[src/rtl/aska_hbridge_drv_pkg.sv]
`default_nettype none
// ============================================================================
// Package     : aska_pkg
// Description : Shared state encodings and parameter defaults for the ASKA
//               H-bridge gate driver.
// Revision    : 1.0 - initial release
// ============================================================================
package aska_pkg;

    localparam int N_EL_DEF        = 4;
    localparam int WDOG_CYCLES_DEF = 8;

    typedef enum logic [2:0] {
        IDLE  = 3'd0,
        DEAD  = 3'd1,
        DRIVE = 3'd2,
        DISCH = 3'd3,
        FAULT = 3'd4
    } state_t;

endpackage : aska_pkg
`default_nettype wire

[src/rtl/aska_hbridge_drv_if.sv]
`default_nettype none
// ============================================================================
// Interface   : aska_hbridge_drv_if
// Description : Request/acknowledge and gate-enable bundle between the ASKA
//               pulse generator (master) and the H-bridge driver (slave).
// Revision    : 1.0 - initial release
// ============================================================================
interface aska_hbridge_drv_if #(
    parameter int N_EL = 4,
    parameter int DT_W = 3
);
    logic [N_EL-1:0] up_req;
    logic [N_EL-1:0] down_req;
    logic [DT_W-1:0] dead_time;
    logic            fault_clr;
    logic [N_EL-1:0] up_drv;
    logic [N_EL-1:0] down_drv;
    logic            discharge;
    logic            fault;
    logic            busy;

    modport master (
        output up_req, down_req, dead_time, fault_clr,
        input  up_drv, down_drv, discharge, fault, busy
    );

    modport slave (
        input  up_req, down_req, dead_time, fault_clr,
        output up_drv, down_drv, discharge, fault, busy
    );
endinterface : aska_hbridge_drv_if
`default_nettype wire

[src/rtl/aska_hbridge_drv_sat_counter.sv]
`default_nettype none
// ============================================================================
// Module      : aska_sat_counter
// Description : Up-counter with synchronous clear that holds at all-ones
//               instead of wrapping.
// Revision    : 1.0 - initial release
// ============================================================================
module aska_sat_counter #(
    parameter int W = 3
) (
    input  wire logic         clk,
    input  wire logic         resetn,
    input  wire logic         i_clr,
    input  wire logic         i_inc,
    output logic [W-1:0]      o_cnt
);
    logic [W-1:0] r_cnt;

    // Clear wins over increment; increment stops at the top value.
    always_ff @(posedge clk or negedge resetn) begin
        if (!resetn)                      r_cnt <= '0;
        else if (i_clr)                   r_cnt <= '0;
        else if (i_inc && (r_cnt != '1))  r_cnt <= r_cnt + 1'b1;
    end

    assign o_cnt = r_cnt;
endmodule : aska_sat_counter
`default_nettype wire

[src/rtl/aska_hbridge_drv.sv]
`default_nettype none
// ============================================================================
// Module      : aska_hbridge_drv
// Description : H-bridge gate driver. Registers pulse-generator switch
//               requests, inserts break-before-make dead time, faults on
//               shoot-through requests or excessive on-time, and holds the
//               fault until acknowledged with no requests active.
//               Optional macro ASKA_HBRIDGE_DISCHARGE_EN adds a DISCH state
//               that closes all low-side switches after each pulse.
// Revision    : 1.0 - initial release
// ============================================================================
module aska_hbridge_drv
    import aska_pkg::*;
#(
    parameter int N_EL         = N_EL_DEF,
    parameter int DT_W         = 3,
    parameter int WDOG_CYCLES  = WDOG_CYCLES_DEF,
    parameter int DISCH_CYCLES = 2
) (
    input  wire logic         clk,
    input  wire logic         resetn,
    aska_hbridge_drv_if.slave bus
);
    localparam int DISCH_W = $clog2(DISCH_CYCLES + 1);
    localparam int CNT_W   = (DT_W > DISCH_W) ? DT_W : DISCH_W;
    localparam int WD_W    = $clog2(WDOG_CYCLES + 1);

    state_t          r_state, w_state_nx;
    logic [N_EL-1:0] r_up_q, r_down_q, r_up_tgt, r_down_tgt;
    logic [N_EL-1:0] r_up_drv, r_down_drv;
    logic            r_fault;
    logic [CNT_W-1:0] w_cnt;
    logic [WD_W-1:0]  w_wd;
    logic            w_cnt_clr, w_cnt_inc, w_wd_clr, w_wd_inc, w_tgt_load;
    logic            w_conflict, w_req_zero, w_req_chg, w_dt_done, w_wd_done;

    // Input register: every decision is made on the previous cycle's request.
    always_ff @(posedge clk or negedge resetn) begin
        if (!resetn) begin
            r_up_q   <= '0;
            r_down_q <= '0;
        end else begin
            r_up_q   <= bus.up_req;
            r_down_q <= bus.down_req;
        end
    end

    assign w_conflict = |(r_up_q & r_down_q);
    assign w_req_zero = ~|{r_up_q, r_down_q};
    assign w_req_chg  = {r_up_q, r_down_q} != {r_up_tgt, r_down_tgt};
    assign w_dt_done  = (w_cnt == CNT_W'(bus.dead_time));
    assign w_wd_done  = (w_wd == WD_W'(WDOG_CYCLES - 1));

    // Next-state decode; branch order encodes event priority.
    always_comb begin
        w_state_nx = r_state;
        w_tgt_load = 1'b0;
        w_cnt_clr  = 1'b0;
        w_cnt_inc  = 1'b0;
        case (r_state)
            IDLE: begin
                if (w_conflict) w_state_nx = FAULT;
                else if (!w_req_zero) begin
                    w_state_nx = DEAD;
                    w_tgt_load = 1'b1;
                    w_cnt_clr  = 1'b1;
                end
            end
            DEAD: begin
                if (w_conflict)      w_state_nx = FAULT;
                else if (w_req_zero) w_state_nx = IDLE;
                else if (w_req_chg) begin
                    w_tgt_load = 1'b1;
                    w_cnt_clr  = 1'b1;
                end
                else if (w_dt_done)  w_state_nx = DRIVE;
                else                 w_cnt_inc  = 1'b1;
            end
            DRIVE: begin
                if (w_conflict)      w_state_nx = FAULT;
                else if (w_wd_done)  w_state_nx = FAULT;
                else if (w_req_zero) begin
`ifdef ASKA_HBRIDGE_DISCHARGE_EN
                    w_state_nx = DISCH;
                    w_cnt_clr  = 1'b1;
`else
                    w_state_nx = IDLE;
`endif
                end
                else if (w_req_chg) begin
                    w_state_nx = DEAD;
                    w_tgt_load = 1'b1;
                    w_cnt_clr  = 1'b1;
                end
            end
`ifdef ASKA_HBRIDGE_DISCHARGE_EN
            DISCH: begin
                if (w_conflict) w_state_nx = FAULT;
                else if (!w_req_zero) begin
                    w_state_nx = DEAD;
                    w_tgt_load = 1'b1;
                    w_cnt_clr  = 1'b1;
                end
                else if (w_cnt == CNT_W'(DISCH_CYCLES - 1)) w_state_nx = IDLE;
                else w_cnt_inc = 1'b1;
            end
`endif
            FAULT: begin
                if (bus.fault_clr && w_req_zero) w_state_nx = IDLE;
            end
            default: w_state_nx = IDLE;
        endcase
    end

    // Watchdog runs only while DRIVE is held; any exit resets it.
    assign w_wd_inc = (r_state == DRIVE) && (w_state_nx == DRIVE);
    assign w_wd_clr = !w_wd_inc;

    aska_sat_counter #(.W(CNT_W)) u_cnt (
        .clk    (clk),
        .resetn (resetn),
        .i_clr  (w_cnt_clr),
        .i_inc  (w_cnt_inc),
        .o_cnt  (w_cnt)
    );

    aska_sat_counter #(.W(WD_W)) u_wd (
        .clk    (clk),
        .resetn (resetn),
        .i_clr  (w_wd_clr),
        .i_inc  (w_wd_inc),
        .o_cnt  (w_wd)
    );

    // State, target and gate outputs, all decoded from the next state so
    // outputs change on the same edge as the state.
    always_ff @(posedge clk or negedge resetn) begin
        if (!resetn) begin
            r_state    <= IDLE;
            r_up_tgt   <= '0;
            r_down_tgt <= '0;
            r_up_drv   <= '0;
            r_down_drv <= '0;
            r_fault    <= 1'b0;
        end else begin
            r_state <= w_state_nx;
            if (w_tgt_load) begin
                r_up_tgt   <= r_up_q;
                r_down_tgt <= r_down_q;
            end
            r_up_drv   <= (w_state_nx == DRIVE) ? r_up_tgt : '0;
            r_down_drv <= (w_state_nx == DRIVE) ? r_down_tgt :
                          (w_state_nx == DISCH) ? '1 : '0;
            r_fault    <= (w_state_nx == FAULT);
        end
    end

`ifdef ASKA_HBRIDGE_DISCHARGE_EN
    logic r_discharge;

    // Discharge flag tracks DISCH occupancy.
    always_ff @(posedge clk or negedge resetn) begin
        if (!resetn) r_discharge <= 1'b0;
        else         r_discharge <= (w_state_nx == DISCH);
    end

    assign bus.discharge = r_discharge;
`else
    assign bus.discharge = 1'b0;
`endif

    assign bus.up_drv   = r_up_drv;
    assign bus.down_drv = r_down_drv;
    assign bus.fault    = r_fault;
    assign bus.busy     = (r_state != IDLE);
endmodule : aska_hbridge_drv
`default_nettype wire

[src/flat_wrapper.sv]
// flat-port wrapper written by rule: the top's interface ports become plain ports
module aska_hbridge_drv_flat import aska_pkg::*;
#(
    parameter int N_EL         = N_EL_DEF,
    parameter int DT_W         = 3,
    parameter int WDOG_CYCLES  = WDOG_CYCLES_DEF,
    parameter int DISCH_CYCLES = 2
)
  (clk, resetn, bus_up_req, bus_down_req, bus_dead_time, bus_fault_clr, bus_up_drv, bus_down_drv, bus_discharge, bus_fault, bus_busy);
  aska_hbridge_drv_if #(.N_EL(N_EL), .DT_W(DT_W)) bus_i ();
  input  wire logic clk;
  input  wire logic resetn;
  input wire logic [$bits(bus_i.up_req)-1:0] bus_up_req;
  input wire logic [$bits(bus_i.down_req)-1:0] bus_down_req;
  input wire logic [$bits(bus_i.dead_time)-1:0] bus_dead_time;
  input wire logic [$bits(bus_i.fault_clr)-1:0] bus_fault_clr;
  output wire logic [$bits(bus_i.up_drv)-1:0] bus_up_drv;
  output wire logic [$bits(bus_i.down_drv)-1:0] bus_down_drv;
  output wire logic [$bits(bus_i.discharge)-1:0] bus_discharge;
  output wire logic [$bits(bus_i.fault)-1:0] bus_fault;
  output wire logic [$bits(bus_i.busy)-1:0] bus_busy;
  assign bus_i.up_req = bus_up_req;
  assign bus_i.down_req = bus_down_req;
  assign bus_i.dead_time = bus_dead_time;
  assign bus_i.fault_clr = bus_fault_clr;
  assign bus_up_drv = bus_i.up_drv;
  assign bus_down_drv = bus_i.down_drv;
  assign bus_discharge = bus_i.discharge;
  assign bus_fault = bus_i.fault;
  assign bus_busy = bus_i.busy;
  aska_hbridge_drv #(.N_EL(N_EL), .DT_W(DT_W), .WDOG_CYCLES(WDOG_CYCLES), .DISCH_CYCLES(DISCH_CYCLES)) u_core (.clk(clk), .resetn(resetn), .bus(bus_i));
endmodule
[config.mk]
export PLATFORM = sky130hd
export DESIGN_NAME = aska_hbridge_drv_flat
export DESIGN_NICKNAME = d
export VERILOG_FILES = /design/src/rtl/aska_hbridge_drv_pkg.sv /design/src/rtl/aska_hbridge_drv_if.sv /design/src/rtl/aska_hbridge_drv_sat_counter.sv /design/src/rtl/aska_hbridge_drv.sv /design/src/flat_wrapper.sv
export SDC_FILE = /design/constraint.sdc
export NUM_CORES = 1
export LEC_CHECK = 0
export BUFFER_PORTS_ARGS = -buffer_cell sky130_fd_sc_hd__buf_2
export CORE_MARGIN = 5
export CORE_UTILIZATION = 55
export DETAILED_ROUTE_END_ITERATION = 10
export PLACE_DENSITY = 0.89
export SLEW_MARGIN = 20
export SYNTH_ARGS = -nofsm -noshare
export SYNTH_HDL_FRONTEND = slang
export SYNTH_HIERARCHICAL = 1
export SYNTH_SLANG_ARGS = --single-unit
[constraint.sdc]
create_clock -name clk -period 3.1 [get_ports clk]
set_input_delay 0.31 -clock clk [delete_from_list [all_inputs] [get_ports clk]]
set_output_delay 0.31 -clock clk [all_outputs]
set_load 0.1 [all_outputs]
==> results of run 1 <==
## cell families (layout without fill, tap and decap cells)
family	Yosys count	after routing	share of synthesized area (%)
buffers and inverters	4	34	1.15
other	1	1	0.229
DFF	35	35	53.6
xor gates and xnor gates	11	11	5.90
AOI/OAI and AO/OA	23	23	10.9
and+or+nand+nor	45	45	18.0
adders and majority gates	3	3	2.30
muxes	11	11	7.96
## final timing paths
kind / startpoint / endpoint / slack [ns] / depth (start not counted)
setup / recovery: u_core/r_up_q[0] / u_core/u_wd/o_cnt[0] / 0.50 / 7
hold / removal: resetn / u_core/r_up_q[2] / 0.02 / 1
setup reg to reg: u_core/r_up_q[0] / u_core/u_wd/o_cnt[0] / 0.50 / 7
hold reg to reg: u_core/r_up_tgt[0] / u_core/bus.up_drv[0] / 0.54 / 1
max in group asynchronous: resetn / u_core/r_state[1] / 2.60 / 1
min in group clk: bus_down_req[3] / u_core/r_down_q[3] / 0.07 / 1
## layout by cell type, fill, tap and decap left out, types with 2 or more instances in the layout
cell,n
o21ai_1,2
ha_1,3
nand4bb_1,2
or3_1,2
nor2b_1,4
nor3_1,2
nor4_1,5
xor2_1,11
mux2_4,2
nand2b_1,4
a21oi_1,7
mux2_2,8
nor2b_4,2
inv_1,3
clkbuf_4,5
nand2_1,7
buf_2,23
and2_1,5
o21a_1,4
dfrtp_1,35
nor2_1,5
## synth_stat cells, drive strengths merged
cell type	n	area, µm²
o311ai	1	26.3
inv	3	11.3
dfrtp	35	876
o21a	4	30.0
nand4	1	6.26
o2111ai	1	8.76
xor2	11	96.3
o21ai	3	15.0
a22o	2	18.8
and2	5	31.3
and3b	1	8.76
mux2	10	120
nand2b	4	25.0
a21boi	2	15.0
nor2	5	18.8
nor4	5	31.3
a21oi	7	35.0
nand4bb	2	22.5
nor3	3	20.0
nand2	7	26.3
conb	1	3.75
a211oi	2	20.0
or2	1	6.26
buf	1	7.51
or3	2	12.5
ha	3	37.5
mux2i	1	10.0
and4b	2	21.3
o22a	1	8.76
nor2b	6	52.6
and3	1	11.3
## worst register-to-register path, delay by kind of cell (launching register included)
kind	cells	cell delay, ns
DFF	1	0.45
xor gates and xnor gates	1	0.20
and+or+nand+nor	4	1.37
muxes	1	0.30
buffers and inverters	1	0.17
## power by group through the flow
stage                     Sequential (mW)  Combinational [mW]  Clock [mW]
after floorplan                     0.519              0.0593           0
after global placement              0.526              0.0804           0
after detailed placement            0.528              0.0844           0
after CTS                           0.519              0.0856       0.272
after global routing                0.523              0.0941       0.295
final                               0.520              0.0844       0.262
## layout make-up
cell class | count | area share, %
Inverter | 3 | 0.609
Clock inverter | 2 | 0.880
Multi-Input combinational cell | 94 | 40.0
Tap cell | 31 | 2.10
Sequential cell | 35 | 47.4
Clock buffer | 6 | 2.78
Timing Repair Buffer | 23 | 6.23
## state kept, by name, indices dropped and copies added, names as in the netlist
signal,count
u_core/u_cnt/o_cnt,3
u_core/r_down_q,4
u_core/bus.fault,1
u_core/r_up_q,4
u_core/bus.down_drv,4
u_core/r_state,3
u_core/bus.up_drv,4
u_core/u_wd/o_cnt,4
u_core/r_up_tgt,4
u_core/r_down_tgt,4
## per-stage QoR
step / setup WS [ns] / util (%)
2_1_floorplan: 0.861 / -
3_3_place_gp: 0.721 / 63.5
3_5_place_dp: 0.591 / 63.5
4_1_cts: 0.530 / 65.9
5_1_grt: 0.241 / 65.9
6_report: 0.502 / 65.9
## routing by layer
layer / up-vias / track usage (%) / share of wire, %
li1: 537 / - / -
met1: 552 / 19.8 / 44
met2: 45 / 26.7 / 48
met3: 5 / 5.53 / 7.0
met4: 0 / 7.12 / 1.0
met5: - / 0 / 0
==> impl_metrics.env, run 1 <==
export IMPL_worstPathArrival_ns=2.83
export IMPL_fmax_mhz=385
export IMPL_cap_violations=0
export IMPL_synth_yosys_seq_area_share_pct=53.6
export IMPL_p_switching_mw=0.225
export IMPL_io_buffers=23
export IMPL_ys_warn_count=6
export IMPL_crit_type="reg2reg"
export IMPL_post_cts_setup_buffers=0
export IMPL_fin_crit_ns=2.60
export IMPL_p_per_area_nw_per_um2=469
export IMPL_multi_input_area_um2=739
export IMPL_nFillCells=204
export IMPL_clkLatencyLatePin_ns=0.33
export IMPL_whs_ns=0.0242
export IMPL_run_status="complete, no violations"
export IMPL_setup_tns_ns=0
export IMPL_via_per_inst=5.87
export IMPL_die_h_um=64.5
export IMPL_fin_crit_sh_pct=83.8
export IMPL_antenna_found_initial=0
export IMPL_first_global_vias=1152
export IMPL_pwr_share_seq_pct=60.1
export IMPL_dr_total_vias=1139
export IMPL_numCtsBuffers=5
export IMPL_syn_inst=133
export IMPL_drive_gt1_share_pct=30.1
export IMPL_routed_wl_um=2990
export IMPL_endpoint_kind="flop"
export IMPL_wire_per_inst_um=15.4
export IMPL_timing_slew_headroom_pct=50.5
export IMPL_dp_hpwl_um=2190
export IMPL_rows=19
export IMPL_clock_sinks=35
export IMPL_cpLargestDelayFamily="simple AND/OR/NAND/NOR gates"
export IMPL_design_power_total_mw=0.866
export IMPL_grt_start_max_net_pins=36
export IMPL_skew_ns=0.00472
export IMPL_p_leak_nw=0.876
export IMPL_critPathLaunchType="flop"
export IMPL_die_area_um2=4160
export IMPL_power_internal_mw=0.640
export IMPL_grt_overflow_total=0
export IMPL_rsz0062_at_grt="no"
export IMPL_cp_num_buf_inv=1
export IMPL_drt_iter0_drc=81
export IMPL_core_um2=2810
export IMPL_die_w_um=64.5
export IMPL_cts_repair_resize_count=0
export IMPL_cts_htree_levels=2
export IMPL_clkTransAtPathRegs_ns=0.10
export IMPL_final_cell_area_um2=1850
export IMPL_drtAntennaViolNets=0
export IMPL_ys_ff_latch=35
export IMPL_crit_chain="xor2_1 -> nor4_1 -> nand2_1 -> or3_1 -> inv_1 -> nor2b_4 -> mux2_4"
export IMPL_power_frac_comb_pct=9.7
export IMPL_gp_congestion=0.840
export IMPL_synthToLayoutAreaGrowth_pct=13.1
export IMPL_final_seq_area_um2=876
export IMPL_start_util_pct=58.3
export IMPL_synth_area_per_cell_um2=12.3
export IMPL_clock_tree_buffer_depth=2
export IMPL_slew_viol_final=0
export IMPL_num_nets_final=179
export IMPL_place_inst=186
export IMPL_diodes=0
export IMPL_final_setup_viol_count=0
export IMPL_hp_class="in2async"
export IMPL_worstPathMaxFanout=7
export IMPL_drt_pass1_iter_count=4
export IMPL_cts_tree="done"
export IMPL_cp_slowest_cell="or3_1"
export IMPL_ys_types=39
export IMPL_worst_pin_slew_ns=0.742
export IMPL_vdd_drop_max_v=0.000300
export IMPL_cp_slowest_stage_delay_ns=0.50
export IMPL_clkPwrFrac_pct=30.2
export IMPL_switching_share_pct=26.0
export IMPL_dpl_cell_area_um2=1780
export IMPL_cp_required_ns=3.33
export IMPL_globalRouteTotalUtil_pct=16.3
export IMPL_grt_pass1_wl_um=5180
export IMPL_hold_viol=0
export IMPL_syn_area_um2=1630
export IMPL_pin_count=25
export IMPL_stdcell_count=194
export IMPL_drc_errors=0
export IMPL_cts_root_buffer="clkbuf_4"
export IMPL_synthesis_nets=150
export IMPL_hold_buffers=0
(Power assumes the default switching activity.)
==> run 2, diff against run 1 <==
ABC_AREA = 1   (was default)
CORE_UTILIZATION = 51   (was 55)
PLACE_DENSITY = 0.86   (was 0.89)
clock period = 2.3 ns   (was 3.1 ns; I/O delays follow)
==> run 2 against run 1 <==
  * First-iteration DRC count down 12%
  * Clock skew is 0.00080 ns lower
  * Fmax grew 44%
  * Clock-buffer cell count unchanged
  * Synthesized cell count rose by 57%
  * Sequential power rose by 55%
  * Critical endpoint is now u_core/u_cnt/o_cnt[1]
  * Highest routed layer unchanged
==> impl_metrics.env, run 2 <==
export IMPL_run_status="complete, no violations"
export IMPL_cts_root_buffer="clkbuf_4"
export IMPL_whs_path_depth=4
export IMPL_critPathLaunchType="flop"
export IMPL_cap_violations=0
export IMPL_synth_yosys_seq_area_share_pct=48.7
export IMPL_slew_viol_final=0
export IMPL_final_cell_area_um2=2130
export IMPL_nFillCells=286
export IMPL_power_internal_mw=1.16
export IMPL_cts_repair_resize_count=0
export IMPL_antenna_found_initial=0
export IMPL_synth_edff_count=0
export IMPL_synth_area_per_cell_um2=8.60
export IMPL_ys_flop_type="dfrtp_1"
export IMPL_holdPathEnd="u_core/bus.fault"
export IMPL_p_per_area_nw_per_um2=856
export IMPL_synth_area_leader_cell="dfrtp_1"
export IMPL_final_seq_area_um2=876
export IMPL_place_ws_ns=0.523
export IMPL_ys_warn_count=6
export IMPL_dpl_cell_area_um2=1950
export IMPL_final_setup_viol_count=0
export IMPL_synthesis_nets=226
export IMPL_die_w_um=69.4
export IMPL_hp_class="in2reg"
export IMPL_die_area_um2=4810
export IMPL_async_flop_share_pct=100
export IMPL_globalRouteTotalUtil_pct=14.9
export IMPL_rows=21
export IMPL_vdd_drop_max_v=0.000605
export IMPL_r2r_end="u_core/u_cnt/o_cnt[1]"
export IMPL_crit_type="reg2reg"
export IMPL_die_h_um=69.4
export IMPL_rrSetupSlack_ns=0.50
export IMPL_cp_startpoint="u_core/r_down_q[3]"
export IMPL_rsz0062_at_grt="no"
export IMPL_clkPwrFrac_pct=25.3
export IMPL_clkTransAtPathRegs_ns=0.10
export IMPL_cp_required_ns=2.53
export IMPL_setup_ws_ns=0.498
export IMPL_clock_sinks=35
export IMPL_rr_worst_depth=10
export IMPL_hp_start="bus_fault_clr"
export IMPL_grt_pass1_wl_um=5780
export IMPL_pwr_share_seq_pct=44.2
export IMPL_grt_start_max_net_pins=36
export IMPL_start_util_pct=53.4
export IMPL_synth_area_leaders="dfrtp_1, nand2_1, inv_1"
export IMPL_timing_slew_headroom_pct=50.4
export IMPL_ys_types=25
export IMPL_cts_tree="done"
export IMPL_post_cts_setup_buffers=0
export IMPL_skew_ns=0.00392
export IMPL_drc_errors=0
export IMPL_fin_crit_ns=1.80
export IMPL_syn_inst=209
export IMPL_mostFrequentLayoutCell="nand2_1"
export IMPL_drive_gt1_share_pct=29.6
export IMPL_endpoint_kind="flop"
export IMPL_ys_ff_latch=35
export IMPL_dr_total_vias=1359
export IMPL_num_nets_final=263
export IMPL_clkLatencyLatePin_ns=0.33
export IMPL_clock_tree_buffer_depth=2
export IMPL_synth_common_cells="nand2_1, dfrtp_1, inv_1, nor2_1, nand3_1"
export IMPL_drt_pass1_iter_count=4
export IMPL_power_frac_comb_pct=30.6
export IMPL_worstPathArrival_ns=2.03
export IMPL_pin_count=25
export IMPL_via_per_inst=4.64
export IMPL_synthToLayoutAreaGrowth_pct=18.4
export IMPL_cts_htree_levels=2
export IMPL_drt_iter0_drc=71
export IMPL_worst_pin_slew_ns=0.743
export IMPL_worstPathMaxFanout=4
export IMPL_wire_per_inst_um=11.3
export IMPL_r2r_start="u_core/r_down_q[3]"
export IMPL_switching_share_pct=36.0
export IMPL_core_um2=3360
export IMPL_dp_hpwl_um=2450
export IMPL_routed_wl_um=3320
export IMPL_layout_common_cells="nand2_1, dfrtp_1, inv_1"
export IMPL_p_switching_mw=0.656
export IMPL_gp_congestion=0.835
export IMPL_diodes=0
export IMPL_syn_area_um2=1800
export IMPL_synth_top_area_share_pct=48.7
export IMPL_hold_viol=0
export IMPL_first_global_vias=1324
export IMPL_multi_input_area_um2=782
export IMPL_drtAntennaViolNets=0
export IMPL_fmax_mhz=555
export IMPL_setup_tns_ns=0
export IMPL_fin_crit_sh_pct=78.4
export IMPL_synth_most_common_cell="nand2_1"
export IMPL_numCtsBuffers=5
export IMPL_grt_overflow_total=0
export IMPL_io_buffers=23
export IMPL_p_leak_nw=1.17
run 2: cell types whose count changed after synthesis, sizes merged, moves of 6 or more:
cell / before / now
nand2: 7 / 66
nor2b: 6 / 0
inv: 3 / 32
nor2: 5 / 28
nand3: 0 / 15
xor2: 11 / 2
mux2: 10 / 0
o21ai: 3 / 10
xnor2: 0 / 6
run 2: cell families (layout without fill, tap and decap cells):
group	Yosys count	in the layout	share of synthesized area, %
xor+xnor	8	8	3.90
buf+inv	34	72	7.73
fa+ha+maj	3	3	2.09
flops	35	35	48.7
other cells	1	1	0.209
compound gates	13	13	5.92
simple gates	115	115	31.4
run 2: power groups by stage:
stage,Clock (mW),Sequential (mW),Combinational [mW]
finish,0.460,0.804,0.557
global route,0.503,0.818,0.614
CTS,0.474,0.805,0.560
detailed placement,0,0.815,0.548
global placement,0,0.812,0.538
floorplan,0,0.851,0.414
run 2: area by class of cell:
class,count,area share [%]
clock buffer,6,2.41
clock inverter,2,1.65
inverter,32,5.65
multi-input combinational,140,36.8
sequential,35,41.2
tap,46,2.71
timing repair buffer,32,9.65
run 2: per-layer routing:
| metal | up-vias | share of wire (%) | global-route usage (%) |
|---|---|---|---|
| met5 | - | 0 | 0 |
| met4 | 0 | 1.1 | 5.42 |
| met3 | 4 | 5.0 | 4.20 |
| met2 | 32 | 51 | 26.0 |
| met1 | 611 | 43 | 17.2 |
| li1 | 712 | - | - |
run 2: worst max-delay path by stage:
stage,to,slack [ns],depth (start not counted)
floorplan,u_core/r_up_tgt[0],0.49,9
global placement,u_core/u_cnt/o_cnt[2],0.63,10
detailed placement,u_core/u_cnt/o_cnt[2],0.52,10
CTS,u_core/u_cnt/o_cnt[2],0.50,10
global route,u_core/u_cnt/o_cnt[2],0.33,10
finish,u_core/u_cnt/o_cnt[1],0.50,10
run 2: critical path, stage by stage, from the launching register on:
cell	delay, ns
dfrtp_1	0.42
nand2_1	0.09
nand2_2	0.06
nor2_4	0.14
inv_2	0.06
nor2_4	0.17
nand2_4	0.09
nor3_1	0.37
nand2_1	0.14
nand3_1	0.09
nand2_1	0.06
run 2: through the flow:
step | util, % | total power, mW | hold WS [ns] | cells
3_5_place_dp | 58.0 | 1.36 | 0.339 | 276
2_1_floorplan | - | 1.27 | -0.0656 | 209
5_1_grt | 63.2 | 1.93 | 0.240 | 293
6_report | 63.2 | 1.82 | 0.243 | 293
4_1_cts | 63.2 | 1.84 | 0.228 | 293
3_3_place_gp | 58.0 | 1.35 | 0.333 | 276
run 2: timing repair:
| action | CTS | global route |
|---|---|---|
| hold endpoints to repair | 43 | 0 |
| setup endpoints to repair | 0 | 0 |
| hold buffers | 9 | 0 |
==> run 3, diff against run 2 <==
ABC_AREA = 0   (was 1)
CORE_UTILIZATION = 55   (was 51)
PLACE_DENSITY = 0.89   (was 0.86)
clock period = 1.8 ns   (was 2.3 ns; I/O delays follow)
==> run 3 against run 2 <==
  * The flow now finishes with violations (setup timing)
  * Core utilization up 27 points
  * Global-route usage is 15 points higher
  * Routed wire length increased by 89%
==> impl_metrics.env, run 3 (synthesized netlist as in run 1, its figures left out) <==
export IMPL_whs_ns=0.117
export IMPL_num_nets_final=235
export IMPL_via_per_inst=6.37
export IMPL_start_util_pct=58.3
export IMPL_slew_viol_final=0
export IMPL_clkTransAtPathRegs_ns=0.12
export IMPL_p_switching_mw=0.522
export IMPL_drc_errors=0
export IMPL_layout_common_cells="buf_4, dfrtp_1, buf_2"
export IMPL_antenna_found_initial=0
export IMPL_io_buffers=23
export IMPL_globalRouteTotalUtil_pct=29.8
export IMPL_core_um2=2810
export IMPL_cp_required_ns=2.04
export IMPL_rrSetupSlack_ns=-0.58
export IMPL_vdd_drop_max_v=0.000588
export IMPL_wire_per_inst_um=25.2
export IMPL_numCtsBuffers=5
export IMPL_cts_tree="done"
export IMPL_r2r_start="u_core/r_down_q[1]"
export IMPL_critPathLaunchType="flop"
export IMPL_wl_met3_um=509
export IMPL_worstPathMaxFanout=3
export IMPL_cp_startpoint="u_core/r_down_q[1]"
export IMPL_cap_violations=0
export IMPL_drtAntennaViolNets=0
export IMPL_p_per_area_nw_per_um2=691
export IMPL_rsz0062_at_grt="yes"
export IMPL_clkLatencyLatePin_ns=0.34
export IMPL_mostFrequentLayoutCell="buf_4"
export IMPL_dp_hpwl_um=2630
export IMPL_drt_met1_wl_um=2320
export IMPL_grt_start_max_net_pins=36
export IMPL_grt_pass1_wl_um=8870
export IMPL_synthToLayoutAreaGrowth_pct=54.3
export IMPL_fmax_mhz=420
export IMPL_endpoint_kind="flop"
export IMPL_worstPathArrival_ns=2.62
export IMPL_switching_share_pct=29.9
export IMPL_clock_tree_buffer_depth=2
export IMPL_run_status="finished with violations"
export IMPL_clock_sinks=35
export IMPL_cts_root_buffer="clkbuf_4"
export IMPL_timing_slew_headroom_pct=48.9
export IMPL_drt_iter0_drc=232
export IMPL_nFillCells=104
export IMPL_rows=19
export IMPL_first_global_vias=1654
export IMPL_drive_gt1_share_pct=54.6
export IMPL_final_setup_viol_count=25
export IMPL_pin_count=25
export IMPL_die_h_um=64.5
export IMPL_crit_type="reg2reg"
export IMPL_fin_util_pct=89.9
export IMPL_highest_layer="met4"
export IMPL_die_w_um=64.5
export IMPL_grt_overflow_total=0
export IMPL_r2r_end="u_core/u_cnt/o_cnt[0]"
export IMPL_cts_htree_levels=2
export IMPL_power_frac_comb_pct=22.0
export IMPL_design_power_total_mw=1.74
export IMPL_met2RoutedLength_um=3000
export IMPL_hold_viol=0
export IMPL_diodes=0
export IMPL_clkPwrFrac_pct=26.3
export IMPL_rr_worst_depth=9
export IMPL_pwr_share_seq_pct=51.6
export IMPL_setup_ws_ns=-0.583
export IMPL_p_leak_nw=1.27
export IMPL_crit_end="u_core/u_cnt/o_cnt[0]"
export IMPL_routed_wl_um=6280
export IMPL_power_internal_mw=1.22
export IMPL_die_area_um2=4160
export IMPL_worst_pin_slew_ns=0.767
export IMPL_fin_crit_sh_pct=132
export IMPL_failed_checks="setup timing"
export IMPL_dr_total_vias=1586
export IMPL_drt_pass1_iter_count=4
export IMPL_skew_ns=0.0107
export IMPL_fin_crit_ns=2.38
export IMPL_hp_class="in2reg"
export IMPL_gp_congestion=0.794
[run 3: worst min-delay path by stage]
stage,from,endpoint,slack (ns),cells past startpoint
after floorplan,resetn,u_core/bus.down_drv[0],-0.12,0
after global placement,resetn,u_core/u_wd/o_cnt[1],0.28,1
after detailed placement,resetn,u_core/u_wd/o_cnt[1],0.29,1
after CTS,bus_fault_clr,u_core/bus.fault,0.1,4
after global routing,bus_fault_clr,u_core/r_state[2],0.10,4
final,bus_fault_clr,u_core/bus.fault,0.12,4
[run 3: area by class of cell]
type	instances	area [µm²]	area share (%)
clock buffers	6	51.3	2.03
clock inverters	1	5.00	0.199
inverters	3	13.8	0.546
multi-input cells	94	927	36.8
flip-flops and latches	35	880	34.9
well taps	31	38.8	1.54
repair buffers	79	606	24.0
[run 3: per-layer routing]
metal	vias to the layer above	track usage [%]
met4	0	18.5
met2	120	50.3
met5	-	0
li1	639	-
met1	775	33.0
met3	52	8.98
[run 3: critical path: stages, from the launching register on]
cell and delay [ns]:
dfrtp_2 0.46, buf_6 0.14, a22o_4 0.26, nor3_4 0.26, buf_6 0.15, nand2_4 0.05, nor4_4 0.31, buf_4 0.18
nor2b_4 0.16, mux2_4 0.31
[run 3: what timing repair did]
item | 4_1_cts | 5_1_grt
hold endpoints to repair | 43 | 0
resized for setup | 30 | 22
cloned | 1 | 0
endpoints found under the setup margin | 25 | 28
buffers inserted | 12 | 7
hold buffers | 9 | 0
pin swaps | 12 | 6
[run 3: power groups by stage]
| stage | Clock [mW] | Sequential (mW) | Combinational (mW) |
|---|---|---|---|
| after floorplan | 0 | 0.895 | 0.118 |
| after global placement | 0 | 0.895 | 0.221 |
| final | 0.459 | 0.900 | 0.384 |
| after global routing | 0.522 | 0.904 | 0.401 |
| after CTS | 0.449 | 0.882 | 0.310 |
| after detailed placement | 0 | 0.900 | 0.232 |
[run 3: stage by stage]
| step | cells | setup WS, ns | area [µm²] | TNS (ns) |
|---|---|---|---|---|
| CTS | 245 | -0.363 | 2410 | -6.25 |
| finish | 249 | -0.583 | 2520 | -11.13 |
| global placement | 216 | -0.262 | 2040 | -4.04 |
| floorplan | 133 | -0.294 | 1660 | -2.79 |
| detailed placement | 216 | -0.330 | 2040 | -5.04 |
| global route | 249 | -0.586 | 2520 | -12.06 |
